### src/rtl/updown_digit_counter_if.sv
// Control and display bundle for updown_digit_counter.
// master drives count controls and observes display; slave is the counter.
interface updown_digit_counter_if #(
  parameter int unsigned DIGITS = 2
);
  logic                  en;
  logic                  dir;
  logic                  sat;
  logic                  load;
  logic [4*DIGITS-1:0]   load_val;
  logic [4*DIGITS-1:0]   value;
  logic                  wrap_pulse;
  logic [6:0]            seg;
  logic [DIGITS-1:0]     digit_sel;

  modport master (
    output en, dir, sat, load, load_val,
    input  value, wrap_pulse, seg, digit_sel
  );

  modport slave (
    input  en, dir, sat, load, load_val,
    output value, wrap_pulse, seg, digit_sel
  );
endinterface

### src/rtl/updown_digit_counter.sv
// Multi-digit modulo-MODULUS up/down counter with step prescaler,
// wrap/saturate limits, parallel load and a multiplexed 7-segment scanner.
module updown_digit_counter #(
  parameter int unsigned DIGITS   = 2,
  parameter int unsigned MODULUS  = 10,
  parameter int unsigned TICK_DIV = 1000,
  parameter int unsigned SCAN_DIV = 4
) (
  input  logic                   clk,
  input  logic                   rst,
  updown_digit_counter_if.slave  bus
);

  localparam int unsigned VW = 4 * DIGITS;
  localparam int unsigned PW = (TICK_DIV > 1) ? $clog2(TICK_DIV) : 1;
  localparam int unsigned SW = (SCAN_DIV > 1) ? $clog2(SCAN_DIV) : 1;
  localparam int unsigned IW = (DIGITS > 1) ? $clog2(DIGITS) : 1;
  localparam logic [3:0]  DMAX = 4'(MODULUS - 1);

  logic [VW-1:0]     r_value;
  logic              r_wrap;
  logic [PW-1:0]     r_presc;
  logic [SW-1:0]     r_scan_cnt;
  logic [IW-1:0]     r_scan_idx;
  logic [DIGITS-1:0] r_digit_sel;
  logic [6:0]        r_seg;

  logic              w_step;
  logic              w_at_max;
  logic              w_at_min;
  logic              w_limit;
  logic [VW-1:0]     w_ripple;
  logic [VW-1:0]     w_load_clamped;
  logic              w_scan_roll;
  logic [IW-1:0]     w_idx_next;
  logic [3:0]        w_scan_digit;
  logic [DIGITS-1:0] w_sel_next;

  // Hex digit to active-high segments (bit0=a .. bit6=g).
  function automatic logic [6:0] seg_of(input logic [3:0] d);
    case (d)
      4'h0: return 7'h3F;
      4'h1: return 7'h06;
      4'h2: return 7'h5B;
      4'h3: return 7'h4F;
      4'h4: return 7'h66;
      4'h5: return 7'h6D;
      4'h6: return 7'h7D;
      4'h7: return 7'h07;
      4'h8: return 7'h7F;
      4'h9: return 7'h6F;
      4'hA: return 7'h77;
      4'hB: return 7'h7C;
      4'hC: return 7'h39;
      4'hD: return 7'h5E;
      4'hE: return 7'h79;
      default: return 7'h71;
    endcase
  endfunction

  assign w_step  = bus.en && (r_presc == PW'(TICK_DIV - 1));
  assign w_limit = bus.dir ? w_at_max : w_at_min;

  // Carry/borrow ripple across digits plus all-max / all-zero detection.
  always_comb begin : ripple_p
    logic carry;
    carry    = 1'b1;
    w_ripple = r_value;
    w_at_max = 1'b1;
    w_at_min = 1'b1;
    for (int i = 0; i < int'(DIGITS); i++) begin
      if (r_value[4*i +: 4] != DMAX) w_at_max = 1'b0;
      if (r_value[4*i +: 4] != 4'd0) w_at_min = 1'b0;
      if (carry) begin
        if (bus.dir) begin
          if (r_value[4*i +: 4] == DMAX) begin
            w_ripple[4*i +: 4] = 4'd0;
          end else begin
            w_ripple[4*i +: 4] = r_value[4*i +: 4] + 4'd1;
            carry = 1'b0;
          end
        end else begin
          if (r_value[4*i +: 4] == 4'd0) begin
            w_ripple[4*i +: 4] = DMAX;
          end else begin
            w_ripple[4*i +: 4] = r_value[4*i +: 4] - 4'd1;
            carry = 1'b0;
          end
        end
      end
    end
  end

  // Clamp each loaded digit field into 0..MODULUS-1.
  always_comb begin
    w_load_clamped = '0;
    for (int i = 0; i < int'(DIGITS); i++) begin
      if ({1'b0, bus.load_val[4*i +: 4]} >= 5'(MODULUS)) begin
        w_load_clamped[4*i +: 4] = DMAX;
      end else begin
        w_load_clamped[4*i +: 4] = bus.load_val[4*i +: 4];
      end
    end
  end

  // Step prescaler: counts enabled cycles, restarts on load.
  always_ff @(posedge clk or posedge rst) begin
    if (rst) begin
      r_presc <= '0;
    end else if (bus.load) begin
      r_presc <= '0;
    end else if (bus.en) begin
      r_presc <= w_step ? '0 : r_presc + PW'(1);
    end
  end

  // Count value and wrap pulse; saturation holds value at the limit.
  always_ff @(posedge clk or posedge rst) begin
    if (rst) begin
      r_value <= '0;
      r_wrap  <= 1'b0;
    end else if (bus.load) begin
      r_value <= w_load_clamped;
      r_wrap  <= 1'b0;
    end else if (w_step) begin
      r_wrap <= w_limit && !bus.sat;
      if (!(w_limit && bus.sat)) r_value <= w_ripple;
    end else begin
      r_wrap <= 1'b0;
    end
  end

  assign w_scan_roll = (r_scan_cnt == SW'(SCAN_DIV - 1));

  // Next scan index and the digit/select it implies.
  always_comb begin
    w_idx_next = r_scan_idx;
    if (w_scan_roll) begin
      w_idx_next = (r_scan_idx == IW'(DIGITS - 1)) ? '0 : r_scan_idx + IW'(1);
    end
    w_scan_digit = 4'd0;
    w_sel_next   = '0;
    for (int i = 0; i < int'(DIGITS); i++) begin
      if (w_idx_next == IW'(i)) begin
        w_scan_digit  = r_value[4*i +: 4];
        w_sel_next[i] = 1'b1;
      end
    end
  end

  // Free-running scanner; select and segments always updated together.
  always_ff @(posedge clk or posedge rst) begin
    if (rst) begin
      r_scan_cnt  <= '0;
      r_scan_idx  <= '0;
      r_digit_sel <= DIGITS'(1);
      r_seg       <= 7'h3F;
    end else begin
      r_scan_cnt  <= w_scan_roll ? '0 : r_scan_cnt + SW'(1);
      r_scan_idx  <= w_idx_next;
      r_digit_sel <= w_sel_next;
      r_seg       <= seg_of(w_scan_digit);
    end
  end

  assign bus.value      = r_value;
  assign bus.wrap_pulse = r_wrap;
  assign bus.seg        = r_seg;
  assign bus.digit_sel  = r_digit_sel;

endmodule

### src/flat_wrapper.sv
// flat-port wrapper written by rule: the top's interface ports become plain ports
module updown_digit_counter_flat 
#(
  parameter int unsigned DIGITS   = 2,
  parameter int unsigned MODULUS  = 10,
  parameter int unsigned TICK_DIV = 1000,
  parameter int unsigned SCAN_DIV = 4
)
  (clk, rst, bus_en, bus_dir, bus_sat, bus_load, bus_load_val, bus_value, bus_wrap_pulse, bus_seg, bus_digit_sel);
  updown_digit_counter_if #(.DIGITS(DIGITS)) bus_i ();
  input  logic clk;
  input  logic rst;
  input wire logic [$bits(bus_i.en)-1:0] bus_en;
  input wire logic [$bits(bus_i.dir)-1:0] bus_dir;
  input wire logic [$bits(bus_i.sat)-1:0] bus_sat;
  input wire logic [$bits(bus_i.load)-1:0] bus_load;
  input wire logic [$bits(bus_i.load_val)-1:0] bus_load_val;
  output wire logic [$bits(bus_i.value)-1:0] bus_value;
  output wire logic [$bits(bus_i.wrap_pulse)-1:0] bus_wrap_pulse;
  output wire logic [$bits(bus_i.seg)-1:0] bus_seg;
  output wire logic [$bits(bus_i.digit_sel)-1:0] bus_digit_sel;
  assign bus_i.en = bus_en;
  assign bus_i.dir = bus_dir;
  assign bus_i.sat = bus_sat;
  assign bus_i.load = bus_load;
  assign bus_i.load_val = bus_load_val;
  assign bus_value = bus_i.value;
  assign bus_wrap_pulse = bus_i.wrap_pulse;
  assign bus_seg = bus_i.seg;
  assign bus_digit_sel = bus_i.digit_sel;
  updown_digit_counter #(.DIGITS(DIGITS), .MODULUS(MODULUS), .TICK_DIV(TICK_DIV), .SCAN_DIV(SCAN_DIV)) u_core (.clk(clk), .rst(rst), .bus(bus_i));
endmodule
### config.mk
export PLATFORM = sky130hd
export DESIGN_NAME = updown_digit_counter_flat
export DESIGN_NICKNAME = d
export VERILOG_FILES = /design/src/rtl/updown_digit_counter_if.sv /design/src/rtl/updown_digit_counter.sv /design/src/flat_wrapper.sv
export SDC_FILE = /design/constraint.sdc
export NUM_CORES = 1
export LEC_CHECK = 0
export BUFFER_PORTS_ARGS = -buffer_cell sky130_fd_sc_hd__buf_2
export CAP_MARGIN = 15
export CELL_PAD_IN_SITES_DETAIL_PLACEMENT = 0
export CELL_PAD_IN_SITES_GLOBAL_PLACEMENT = 1
export CORE_AREA = 2 2 69 71
export CTS_BUF_LIST = sky130_fd_sc_hd__clkbuf_2 sky130_fd_sc_hd__clkbuf_4 sky130_fd_sc_hd__clkbuf_8
export DETAILED_ROUTE_END_ITERATION = 10
export DIE_AREA = 0 0 71 73
export PLACE_DENSITY = 0.83
export SYNTH_ARGS = -nofsm -noshare
export SYNTH_HDL_FRONTEND = slang
export SYNTH_SLANG_ARGS = --single-unit
### constraint.sdc
create_clock -name clk -period 4.76 [get_ports clk]
set_input_delay 0.238 -clock clk [delete_from_list [all_inputs] [get_ports clk]]
set_output_delay 0.238 -clock clk [all_outputs]
set_load 0.01 [all_outputs]
### Word level (Yosys, flattened, before mapping)

Memory sizes are Yosys's and may differ from the RTL's. A register that Yosys moved wholly into a read port is not among the register bits.
Cells that the tools add are included.

| operators by class | value |
|---|---|
| add/subtract/negate cells | 7 |
| magnitude comparators | 2 |
| equal/unequal tests | 7 |
| muxes and demuxes | 31 |
| reduce and logical (&&, ||, !) cells | 13 |

Operators by type and width:

| operator | count |
|---|---|
| 4-bit 2-to-1 mux | 10 |
| 10-bit 2-to-1 mux | 3 |
| 8-bit 2-to-1 mux | 3 |
| 1-bit 2-to-1 mux | 14 |
| 10-bit by 1-bit adder with 10-bit output (second input constant) | 1 |
| 10-bit == test (second input constant) | 1 |
| 4-bit by 1-bit adder with 4-bit output (second input constant) | 2 |
| 4-bit == test (second input constant) | 2 |
| 4-bit greater-or-equal comparator (second input constant) | 2 |
| 4-bit zero test | 2 |
| 4-bit != test (second input constant) | 2 |
| 4-bit nonzero test | 2 |
| 4-bit by 1-bit subtractor with 4-bit output (second input constant) | 2 |
| 2-bit nonzero test | 3 |
| 1-bit logical AND | 3 |
| 3-bit AND reduction | 1 |
| 2-bit by 1-bit adder with 2-bit output (second input constant) | 1 |
| 2-bit == test (second input constant) | 1 |
| 2-bit 2-to-1 mux | 1 |
| 2-bit != test (second input constant) | 1 |
| 2-bit AND reduction | 1 |
| 1-bit adder (second input constant) | 1 |
| 1-bit zero test | 1 |

| word-level totals | value |
|---|---|
| bits in registers | 24 |
| ROM bits | 112 |
| word-level logic and storage cells | 68 |
| memories kept | 1 |

Memory list:

| name | words | width | read ports | clocked after Yosys merged registers in | write ports | line | RTL |
|---|---|---|---|---|---|---|---|
| (name not given) | 16 | 7 | 1 | 1 | 0 | updown_digit_counter.sv:41 | `case (d)` |

### Depth between registers and ports, before layout

Gate-level depths: netlist of the first run.

| depth | value |
|---|---|
| depth in word-level cells | 8 |
| mapped depth | 9 |
| gate-level depth less buffers | 9 |

### Worst setup path after synthesis of the first run

No wires, ideal clock.

| timing path | value |
|---|---|
| path kind | register to register |
| start | register u_core.r_scan_cnt[0] |
| end | register u_core.r_seg[3] (netlist: u_core.bus.seg[3]) |
| arrival time | 2.284 ns |
| required time | 4.700 ns |
| path slack | 2.416 ns |
| stages on the path, launching flop included | 10 |
| buffers on the path | 0 |
| path through | dfrtp_1 > ha_1 > xor2_1 > inv_2 > mux2i_1 > inv_1 > ha_1 > inv_1 > mux4_2 > inv_1 |

| on the way | value |
|---|---|
| cells in the longest elaborated chain, start to end | 3 |

Ends and longest elaborated chain:

| item | line | RTL |
|---|---|---|
| from (decl) | updown_digit_counter.sv:23 | `logic [SW-1:0] r_scan_cnt;` |
| from (signal assigned) | updown_digit_counter.sv:159 | `r_scan_cnt <= w_scan_roll ? '0 : r_scan_cnt + SW'(1);` |
| 2-bit == test | updown_digit_counter.sv:133 | `assign w_scan_roll = (r_scan_cnt == SW'(SCAN_DIV - 1));` |
| 1-bit 2-to-1 mux | updown_digit_counter.sv:138 | `if (w_scan_roll) begin` |
| via u_core.w_idx_next | updown_digit_counter.sv:35 | `logic [IW-1:0] w_idx_next;` |
| 4-bit 2-to-1 mux | updown_digit_counter.sv:144 | `if (w_idx_next == IW'(i)) begin` |
| to (decl) | updown_digit_counter.sv:26 | `logic [6:0] r_seg;` |

The timed path passes the listed nets, and every way through them passes these cells.
A chain may end at the register's enable or synchronous reset.

### Worst setup path in the final report of the first run

Same ends and word-level chain as after synthesis.

==> results.md, run 1 <==
- Worst Hold Class: in -> async
- CP Max Fanout: 6
- Final #Nets: around 260
- WP data required: about 5 ns
- Cell variety after synth: a little over 50
- Xor/xnor share of the synthesized area: ~4.6%
- Post-route clock period utilization: about 54%
- Starting Density: 42.3%
- Critical Path Sink Type: register
- EDFF count, synth: 0
- Number of global-route vias before repair: around 1400
- CTS max path bufs: 2
- DR WL/cell: between 10 and 15 um
- Number of setup buffers added after CTS: 0
- Post-synthesis mux area share: under 10%
- Synth Area in Adders: between 5 and 6%
- Sink Count: 30
- Cell count after synthesis: ~210
- Drt initial violations: roughly 120
- WL final: 4210 um
- Drt drc: 0
- Crit Path Category: reg -> reg
- Routability congestion estimate: roughly 0.76
- Clock network fraction of total power: 26.3%
- Antenna violations before repair: 0
- Max VDD drop: ~0.12 mV
- Pleak: 0.999 nW
- Antenna-violating nets left: 0
- Yosys reg bits: 30
- CTS clk-pin slew, worst paths: roughly 0.060 ns
- # diodes: 0
- RSZ-0062 raised after global routing: false
- Largest family of logic cells by synthesized area: compound AO/OA/AOI/OAI gates
- Psw: approximately 290 uW
- Clk_lat worst skew: approximately 0.28 ns
- Post-synth ARST share: 100%
- CP cell instances: ha_1, xor2_1, inv_2, mux2i_1, inv_1, ha_1, inv_1, mux4_2, inv_1
- GRT Total Usage: between 15 and 20%
- Post-synthesis compound-gate area fraction: roughly 20%
- Most used cell, CP: inv_1
- Primary FF master, synth: dfrtp_1
- Power Total: between 800 and 900 uW
- Internal Power: 544 uW
- First-pass GRT wire length: 6980 um
- Clock skew: 0.00881 ns
- DR vias/cell: 5.66
- Post-Synth Simple-Gate Area: around 18%
- Fmax: slightly below 400 MHz
- Gr ovfl total: 0
- Worst path max stage delay: 0.43 ns
- CTS H-tree lvls: 2
- Chip width: between 70 and 80 um
- Final setup viols: 0
- Rows: 25
- Setup TNS: 0 ns
- CTS buffer count: 5
- CP Launch Type: register
- Worst endpoint data arrival time: ~2.8 ns
- Largest net degree at the start of global routing: 31
- Pre-antenna DRT Iters: 4
- Vias: about 1600
- Final HPWL DP: between 2000 and 3000 um
- Die footprint: between 0.005 and 0.006 mm^2
- Synth warn: 0
- Sequential share of power: between 40% and 50%
- Clk root buf: clkbuf_8
- Hold Fails Final Rpt: 0
- Slew at the pin closest to its max-slew limit: 1.01 ns
- Vert. Die Dim: between 70 and 80 um
- Sw Ratio: between 30 and 40%
- Share of layout cells above drive strength 1: about a quarter
- Power Density: 380 mW/mm^2
- Status: completed
- Logic pwr share: a little under a third
- Area of the mapped netlist: ~0.0019 mm^2
- Min cycle time layout: 2.58 ns
- Net Count, Synth: roughly 230
- Mean post-synth cell area: roughly 9.4 um^2
- Core ar.: approximately 0.0045 mm^2
- CTS tree: done
- PortBufs: 31
- Top Ports: 32
- Cts hold-fix bufs: 0
- CTS resizes: 0
- Max_slew headroom: a little under a third
- Area Overhead vs Synth: 14.3%
- Max_cap viols: 0
- Final Max Tran Viols: 0
- Slowest stage cell, crit path: mux4_2
- Seq/Total Area, Yosys: 39.6%
[stage by stage]
stage	setup slack (ns)	std cells	util (%)	hold slack, ns	instance area, um^2
floorplan	2.42	205	-	0.324	1920
global placement	2.28	280	46.3	0.335	2100
detailed placement	2.18	280	46.3	0.340	2100
CTS	2.16	288	48.4	0.0353	2190
global route	1.86	288	48.4	0.0608	2190
finish	2.18	288	48.4	0.0231	2190
[critical path, delay by kind of cell (launching register included)]
kind,cells,cell delay (ns)
mux,2,0.83
fa+ha+maj,2,0.56
buf+inv,4,0.41
flops,1,0.38
xor+xnor,1,0.35
[metal layers]
| layer | GRT usage (%) | up-vias | part of all wire (%) |
|---|---|---|---|
| met4 | 7.76 | 0 | 1.6 |
| met5 | 0 | - | 0 |
| met2 | 26.1 | 39 | 46 |
| met1 | 24.1 | 787 | 48 |
| met3 | 3.31 | 5 | 4.3 |
| li1 | - | 799 | - |
[placed cells by master, fill, tap and decap left out, types with 5 or more instances in the layout]
cell type / Yosys / layout
o21ai_0: 8 / 8
buf_2: 1 / 31
clkbuf_8: 0 / 6
ha_1: 9 / 9
xor2_1: 8 / 8
nand3_1: 5 / 5
nor2_1: 20 / 20
dfstp_2: 7 / 7
a21oi_1: 14 / 14
nand2_1: 10 / 10
inv_1: 14 / 14
mux2i_1: 5 / 5
nor2b_1: 5 / 5
nor3_1: 7 / 7
dfrtp_1: 23 / 23
[registers in the layout, summed over array words and instances (netlist names)]
signal	count
u_core.r_presc	10
u_core.bus.value	8
u_core.bus.seg	7
u_core.bus.digit_sel	2
u_core.r_scan_cnt	2
u_core.bus.wrap_pulse	1
[final cells by class]
type	instances	area [um^2]
flip-flops and latches	30	759
fillers	446	2340
inverters	15	56.3
clock buffers	7	90.1
multi-input cells	149	1050
repair buffers	32	163
well taps	54	67.6
clock inverters	1	5.00
[synthesized netlist by cell type, drive strengths merged, types with 7 or more instances]
cell | instances | area, um^2
inv | 15 | 56.3
ha | 9 | 113
xor2 | 8 | 70.1
nor2 | 20 | 75.1
dfstp | 7 | 184
clkbuf | 8 | 30.0
nor3 | 7 | 35.0
nand2 | 10 | 37.5
a21oi | 14 | 70.1
o21ai | 8 | 40.0
dfrtp | 23 | 576
[power by group through the flow]
| stage | clock (mW) | sequential, mW | combinational, mW |
|---|---|---|---|
| 6_report | 0.219 | 0.358 | 0.256 |
| 5_1_grt | 0.235 | 0.368 | 0.287 |
| 4_1_cts | 0.223 | 0.359 | 0.256 |
| 3_5_place_dp | 0 | 0.364 | 0.255 |
| 3_3_place_gp | 0 | 0.364 | 0.251 |
| 2_1_floorplan | 0 | 0.346 | 0.195 |
[final timing paths]
path	start	end	slack [ns]	cells past startpoint
hold reg to reg	u_core.r_scan_cnt[0]	u_core.r_scan_cnt[0]	0.42	1
min in group clk	bus_sat	u_core.bus.wrap_pulse	0.21	4
setup / recovery	u_core.r_scan_cnt[0]	u_core.bus.seg[3]	2.18	9
setup reg to reg	u_core.r_scan_cnt[0]	u_core.bus.seg[3]	2.18	9
max in group asynchronous	rst	u_core.bus.seg[0]	4.40	3
hold / removal	rst	u_core.r_presc[3]	0.02	3
[cells by family (layout without fill, tap and decap cells)]
family | after synthesis | in the layout
AOI/OAI and AO/OA | 53 | 53
xor gates and xnor gates | 10 | 10
muxes | 11 | 11
buffers and inverters | 26 | 55
and+or+nand+nor | 66 | 66
adders and majority gates | 9 | 9
DFF | 30 | 30
Power figures use the tool's default switching activity.
==> run 2: changes to the inputs <==
--- a/config.mk
+++ b/config.mk
@@ -9,11 +9,11 @@
 export CAP_MARGIN = 15
 export CELL_PAD_IN_SITES_DETAIL_PLACEMENT = 0
 export CELL_PAD_IN_SITES_GLOBAL_PLACEMENT = 1
-export CORE_AREA = 2 2 69 71
+export CORE_AREA = 2 2 70 72
 export CTS_BUF_LIST = sky130_fd_sc_hd__clkbuf_2 sky130_fd_sc_hd__clkbuf_4 sky130_fd_sc_hd__clkbuf_8
 export DETAILED_ROUTE_END_ITERATION = 10
-export DIE_AREA = 0 0 71 73
-export PLACE_DENSITY = 0.83
+export DIE_AREA = 0 0 72 74
+export PLACE_DENSITY = 0.81
 export SYNTH_ARGS = -nofsm -noshare
 export SYNTH_HDL_FRONTEND = slang
 export SYNTH_SLANG_ARGS = --single-unit
==> constraint.sdc (replaced) <==
create_clock -name clk -period 2.5 [get_ports clk]
set_input_delay 0.125 -clock clk [delete_from_list [all_inputs] [get_ports clk]]
set_output_delay 0.125 -clock clk [all_outputs]
set_load 0.01 [all_outputs]
==> results.md, run 2 (synthesis gave the netlist of run 1 again) <==
- Status: completed
- Rows: 25 (unchanged)
- Slew at the pin closest to its max-slew limit: 0.404 ns (-0.609 ns)
- Clk_lat worst skew: 0.29 ns (about the same)
- Drt initial violations: 130 (+6.6%)
- CTS max path bufs: 2 (unchanged)
- WP data required: 2.74 ns (-2.24 ns)
- Power Density: 715 mW/mm^2 (+88%)
- Crit path launch: u_core.r_scan_cnt[0]
- Starting Density: 41.7% (-0.58 points)
- Leading cell type in the layout, fill and taps excluded: buf_2
- Max VDD drop: 0.320 mV (+170%)
- Sink Count: 30 (unchanged)
- Commonest cells after routing, fill and taps aside: buf_2, dfrtp_1, nor2_1, a21oi_1, inv_1
- GRT Total Usage: 17.1% (-0.18 points)
- Chip width: 72 um (+1.4%)
- Max_cap viols: 0 (unchanged)
- CTS clk-pin slew, worst paths: 0.07 ns (about the same)
- FF-to-FF Start: u_core.r_scan_cnt[0]
- Dpl cell area: 0.00215 mm^2 (+2.5%)
- PortBufs: 31 (unchanged)
- Top Ports: 32 (unchanged)
- First-pass GRT wire length: 6960 um (-0.29%)
- Max_slew headroom: 72.4% (+42 points)
- RSZ-0062 raised after global routing: false
- Drt drc: 0 (unchanged)
- Die footprint: 0.00533 mm^2 (+2.8%)
- Worst Hold Class: in -> reg
- CP Launch Type: register
- DR WL/cell: 14.3 um (-2.3%)
- Vias: 1613 (-1.0%)
- Power Total: 1.61 mW (+94%)
- Fmax: 436 MHz (+13%)
- CTS H-tree lvls: 2 (unchanged)
- Setup TNS: 0 ns (unchanged)
- Reg2Reg Setup Slack: 0.21 ns (-1.97 ns)
- Final Max Tran Viols: 0 (unchanged)
- Pre-antenna DRT Iters: 4 (unchanged)
- Crit Path Category: reg -> reg
- Worst endpoint data arrival time: 2.53 ns (-0.27 ns)
- Pleak: 1.04 nW (+3.8%)
- CTS tree: done
- Crit path capture: u_core.bus.seg[3]
- Final setup viols: 0 (unchanged)
- CP Max Fanout: 6 (unchanged)
- CTS resizes: 0 (unchanged)
- Clock skew: 0.0117 ns (+0.00291 ns)
- Final #Nets: 264 (+3.1%)
- Number of global-route vias before repair: 1503 (+4.7%)
- Vert. Die Dim: 74 um (+1.4%)
- Largest net degree at the start of global routing: 31 (unchanged)
- Final HPWL DP: 3100 um (+5.4%)
- Post-layout util: 49.1% (+0.70 points)
- Fin area: 0.00226 mm^2 (+2.9%)
- Share of layout cells above drive strength 1: 26.0% (+2.1 points)
- Worst reg2reg path depth: 7 (-2)
- Worst r2r dst: u_core.bus.seg[3]
- Critical Path Sink Type: register
- Core ar.: 0.00460 mm^2 (+1.4%)
- Antenna violations before repair: 0 (unchanged)
- Antenna-violating nets left: 0 (unchanged)
- Max FFs per register: 10 (unchanged)
- Most flops, register: u_core.r_presc
- Area Overhead vs Synth: 17.6%
- Hold Fails Final Rpt: 0 (unchanged)
- Min cycle time layout: 2.29 ns (-0.289 ns)
- Clk root buf: clkbuf_8
- WL final: 4230 um (+0.43%)
- CTS buffer count: 5 (unchanged)
- Gr ovfl total: 0 (unchanged)
- # diodes: 0 (unchanged)
- Routability congestion estimate: 0.821 (+8.2%)
- DR vias/cell: 5.45 (-3.7%)
- Post-route clock period utilization: 91.7% (+37 points)
-- run 2: cell types whose count changed in the layout (fill, tap and decap cells not counted), sizes merged --
cell and delta:
buf +7, dlygate4sd3 +1
-- run 2: layout make-up --
cell class / count / area (um^2)
clock buffers: 7 / 90.1
repair buffers: 40 / 225
inverters: 15 / 56.3
well taps: 54 / 67.6
fillers: 455 / 2340
clock inverters: 1 / 5.00
multi-input cells: 149 / 1050
flip-flops and latches: 30 / 759
-- run 2: report_power, final --
group          internal (mW)  leakage [nW]  switching (mW)
Sequential             0.570         0.369          0.0772
Combinational          0.260         0.616           0.290
Clock                  0.233        0.0517           0.185
-- run 2: what timing repair did --
| item | 4_1_cts | 5_1_grt |
|---|---|---|
| hold endpoints to repair | 23 | 0 |
| buffers inserted | 0 | 0 |
| hold buffers | 1 | 0 |
-- run 2: routing by layer --
| layer | part of all wire (%) | vias up | track usage, % |
|---|---|---|---|
| met2 | 51 | 16 | 28.8 |
| met4 | 1.2 | 0 | 5.45 |
| met1 | 45 | 785 | 21.2 |
| met3 | 2.9 | 5 | 5.15 |
| met5 | 0 | - | 0 |
| li1 | - | 807 | - |
-- run 2: how the worst min path moves through the flow --
stage / from / to / slack (ns) / depth (start not counted)
4_1_cts: bus_sat / u_core.bus.wrap_pulse / 0.09 / 4
2_1_floorplan: rst / u_core.bus.digit_sel[1] / 0.21 / 1
3_3_place_gp: rst / u_core.r_presc[3] / 0.22 / 3
6_report: bus_sat / u_core.bus.wrap_pulse / 0.1 / 4
5_1_grt: bus_sat / u_core.bus.wrap_pulse / 0.11 / 4
3_5_place_dp: rst / u_core.r_presc[3] / 0.23 / 3
-- run 2: worst max-delay path, stage by stage, from the launching register on --
cell	delay [ns]
dfrtp_1	0.39
ha_1	0.22
xor2_1	0.35
mux2_2	0.44
ha_1	0.32
inv_1	0.04
mux4_2	0.43
inv_1	0.06
-- run 2: per-stage QoR --
step	hold slack [ns]	instances	worst slack (ns)
5_1_grt	0.108	296	0.0670
6_report	0.0962	296	0.209
3_3_place_gp	0.225	287	0.255
4_1_cts	0.0889	296	0.204
3_5_place_dp	0.227	287	0.204
2_1_floorplan	0.211	205	0.156
==> run 3: changes to the inputs <==
--- a/config.mk
+++ b/config.mk
@@ -9,11 +9,11 @@
 export CAP_MARGIN = 15
 export CELL_PAD_IN_SITES_DETAIL_PLACEMENT = 0
 export CELL_PAD_IN_SITES_GLOBAL_PLACEMENT = 1
-export CORE_AREA = 2 2 70 72
+export CORE_AREA = 4 4 72 74
 export CTS_BUF_LIST = sky130_fd_sc_hd__clkbuf_2 sky130_fd_sc_hd__clkbuf_4 sky130_fd_sc_hd__clkbuf_8
 export DETAILED_ROUTE_END_ITERATION = 10
-export DIE_AREA = 0 0 72 74
-export PLACE_DENSITY = 0.81
+export DIE_AREA = 0 0 76 78
+export PLACE_DENSITY = 0.75
 export SYNTH_ARGS = -nofsm -noshare
 export SYNTH_HDL_FRONTEND = slang
 export SYNTH_SLANG_ARGS = --single-unit
==> results.md, run 3 (synthesis gave the netlist of run 1 again) <==
- Rows: 25 (unchanged)
- WL final: 4290 um (+1.5%)
- Number of setup buffers added after CTS: 0 (unchanged)
- Crit Path Category: reg -> reg
- Most flops, register: u_core.r_presc
- WP data required: 2.72 ns (-0.02 ns)
- Clock skew: 0.00810 ns (-0.00362 ns)
- Antenna violations before repair: 0 (unchanged)
- Clk_lat worst skew: 0.28 ns (about the same)
- Pre-antenna DRT Iters: 4 (unchanged)
- Gr ovfl total: 0 (unchanged)
- Final-layout fill cell count: 450 (-1.1%)
- CTS clk-pin slew, worst paths: 0.06 ns (about the same)
- Starting Density: 41.7% (unchanged)
- First-pass GRT wire length: 7370 um (+5.8%)
- CP Max Fanout: 6 (unchanged)
- Final Max Tran Viols: 0 (unchanged)
- Vert. Die Dim: 78 um (+5.4%)
- Commonest cells after routing, fill and taps aside: buf_2, dfrtp_1, nor2_1, a21oi_1, inv_1
- Drt initial violations: 109 (-16%)
- Vias: 1612 (-0.062%)
- Power Density: 723 mW/mm^2 (+1.0%)
- CTS buffer count: 5 (unchanged)
- Post-route clock period utilization: 92.6% (+0.97 points)
- Pleak: 1.04 nW (about the same)
- Sink Count: 30 (unchanged)
- DR vias/cell: 5.45 (about the same)
- Hold Fails Final Rpt: 0 (unchanged)
- Min cycle time layout: 2.32 ns (+0.0243 ns)
- Max FFs per register: 10 (unchanged)
- Final setup viols: 0 (unchanged)
- Max VDD drop: 0.356 mV (+11%)
- CTS max path bufs: 2 (unchanged)
- Final HPWL DP: 3020 um (-2.7%)
- RSZ-0062 raised after global routing: false
- Dpl cell area: 0.00215 mm^2 (unchanged)
- Antenna-violating nets left: 0 (unchanged)
- PortBufs: 31 (unchanged)
- Worst endpoint data arrival time: 2.54 ns (about the same)
- GRT Total Usage: 15.2% (-1.9 points)
- Leading cell type in the layout, fill and taps excluded: buf_2
- Chip width: 76 um (+5.6%)
- Max_cap viols: 0 (unchanged)
- Routability congestion estimate: 0.741 (-9.8%)
- Reg2Reg Setup Slack: 0.18 ns (-0.02 ns)
- Drt drc: 0 (unchanged)
- Worst Hold Class: in -> reg
- Final #Nets: 264 (unchanged)
- Status: completed
- Number of global-route vias before repair: 1475 (-1.9%)
- # diodes: 0 (unchanged)
- Setup TNS: 0 ns (unchanged)
- Slew at the pin closest to its max-slew limit: 0.451 ns (+0.0466 ns)
- Clk root buf: clkbuf_8
- CTS H-tree lvls: 2 (unchanged)
- Fin area: 0.00226 mm^2 (+0.11%)
- Die footprint: 0.00593 mm^2 (+11%)
- DR WL/cell: 14.5 um (+1.5%)
- CP Launch Type: register
- Fmax: 432 MHz (-1.0%)
- Critical Path Sink Type: register
- Share of layout cells above drive strength 1: 26.0% (unchanged)
- Core ar.: 0.00460 mm^2 (unchanged)
- Top Ports: 32 (unchanged)
- Area Overhead vs Synth: 17.7%
- CTS tree: done
- Max_slew headroom: 69.2% (-3.2 points)
- Largest net degree at the start of global routing: 31 (unchanged)
==> run 3: repair_timing <==
| action | CTS | global route |
|---|---|---|
| endpoints found under the hold margin | 23 | 0 |
| hold buffers | 1 | 0 |
| resized for setup | 0 | 0 |
==> run 3: cell type report <==
cell class / instances / area [um^2] / area share, %
multi-input cells: 149 / 1050 / 46.6
flip-flops and latches: 30 / 759 / 33.6
repair buffers: 40 / 225 / 9.97
clock buffers: 8 / 97.6 / 4.32
well taps: 54 / 67.6 / 2.99
inverters: 15 / 56.3 / 2.49
==> run 3: worst paths after layout <==
kind                                 startpoint                     to  depth (start not counted)
max                        u_core.r_scan_cnt[0]      u_core.bus.seg[3]                          7
min in group asynchronous                   rst      u_core.r_presc[5]                          4
min                                     bus_sat  u_core.bus.wrap_pulse                          4
max in group asynchronous                   rst      u_core.bus.seg[0]                          4
max reg2reg                u_core.r_scan_cnt[0]      u_core.bus.seg[3]                          7
min reg2reg                u_core.r_scan_cnt[0]   u_core.r_scan_cnt[0]                          1
==> run 3: worst max-delay path, cell delays in order (launching register included) <==
cell,delay (ns)
dfrtp_1,0.39
ha_1,0.22
xor2_1,0.36
mux2_2,0.45
ha_1,0.31
inv_1,0.04
mux4_2,0.43
inv_1,0.07
==> run 3: metal layers <==
metal	global-route usage, %	share of wire (%)	vias up
met5	0	0	-
met4	5.34	1.0	0
met3	3.48	4.3	5
met2	22.9	47	35
met1	21.1	47	761
li1	-	-	811
==> run 3: where the power goes <==
part | total (mW) | leakage [nW] | internal (mW) | switching, mW
Clock | 0.419 | 0.0523 | 0.246 | 0.173
Combinational | 0.568 | 0.616 | 0.266 | 0.302
Sequential | 0.646 | 0.369 | 0.570 | 0.0759
==> run 3: through the flow <==
stage                     instances  total power [mW]  worst slack [ns]  util [%]  hold WS (ns)
after global placement          287              1.22             0.244      46.8         0.220
final                           296              1.63             0.184      49.1        0.0998
after detailed placement        287              1.22             0.205      46.8         0.223
after CTS                       296              1.65             0.183      49.1        0.0927
after global routing            296              1.75            0.0357      49.1        0.0953
after floorplan                 205              1.03             0.156         -         0.211
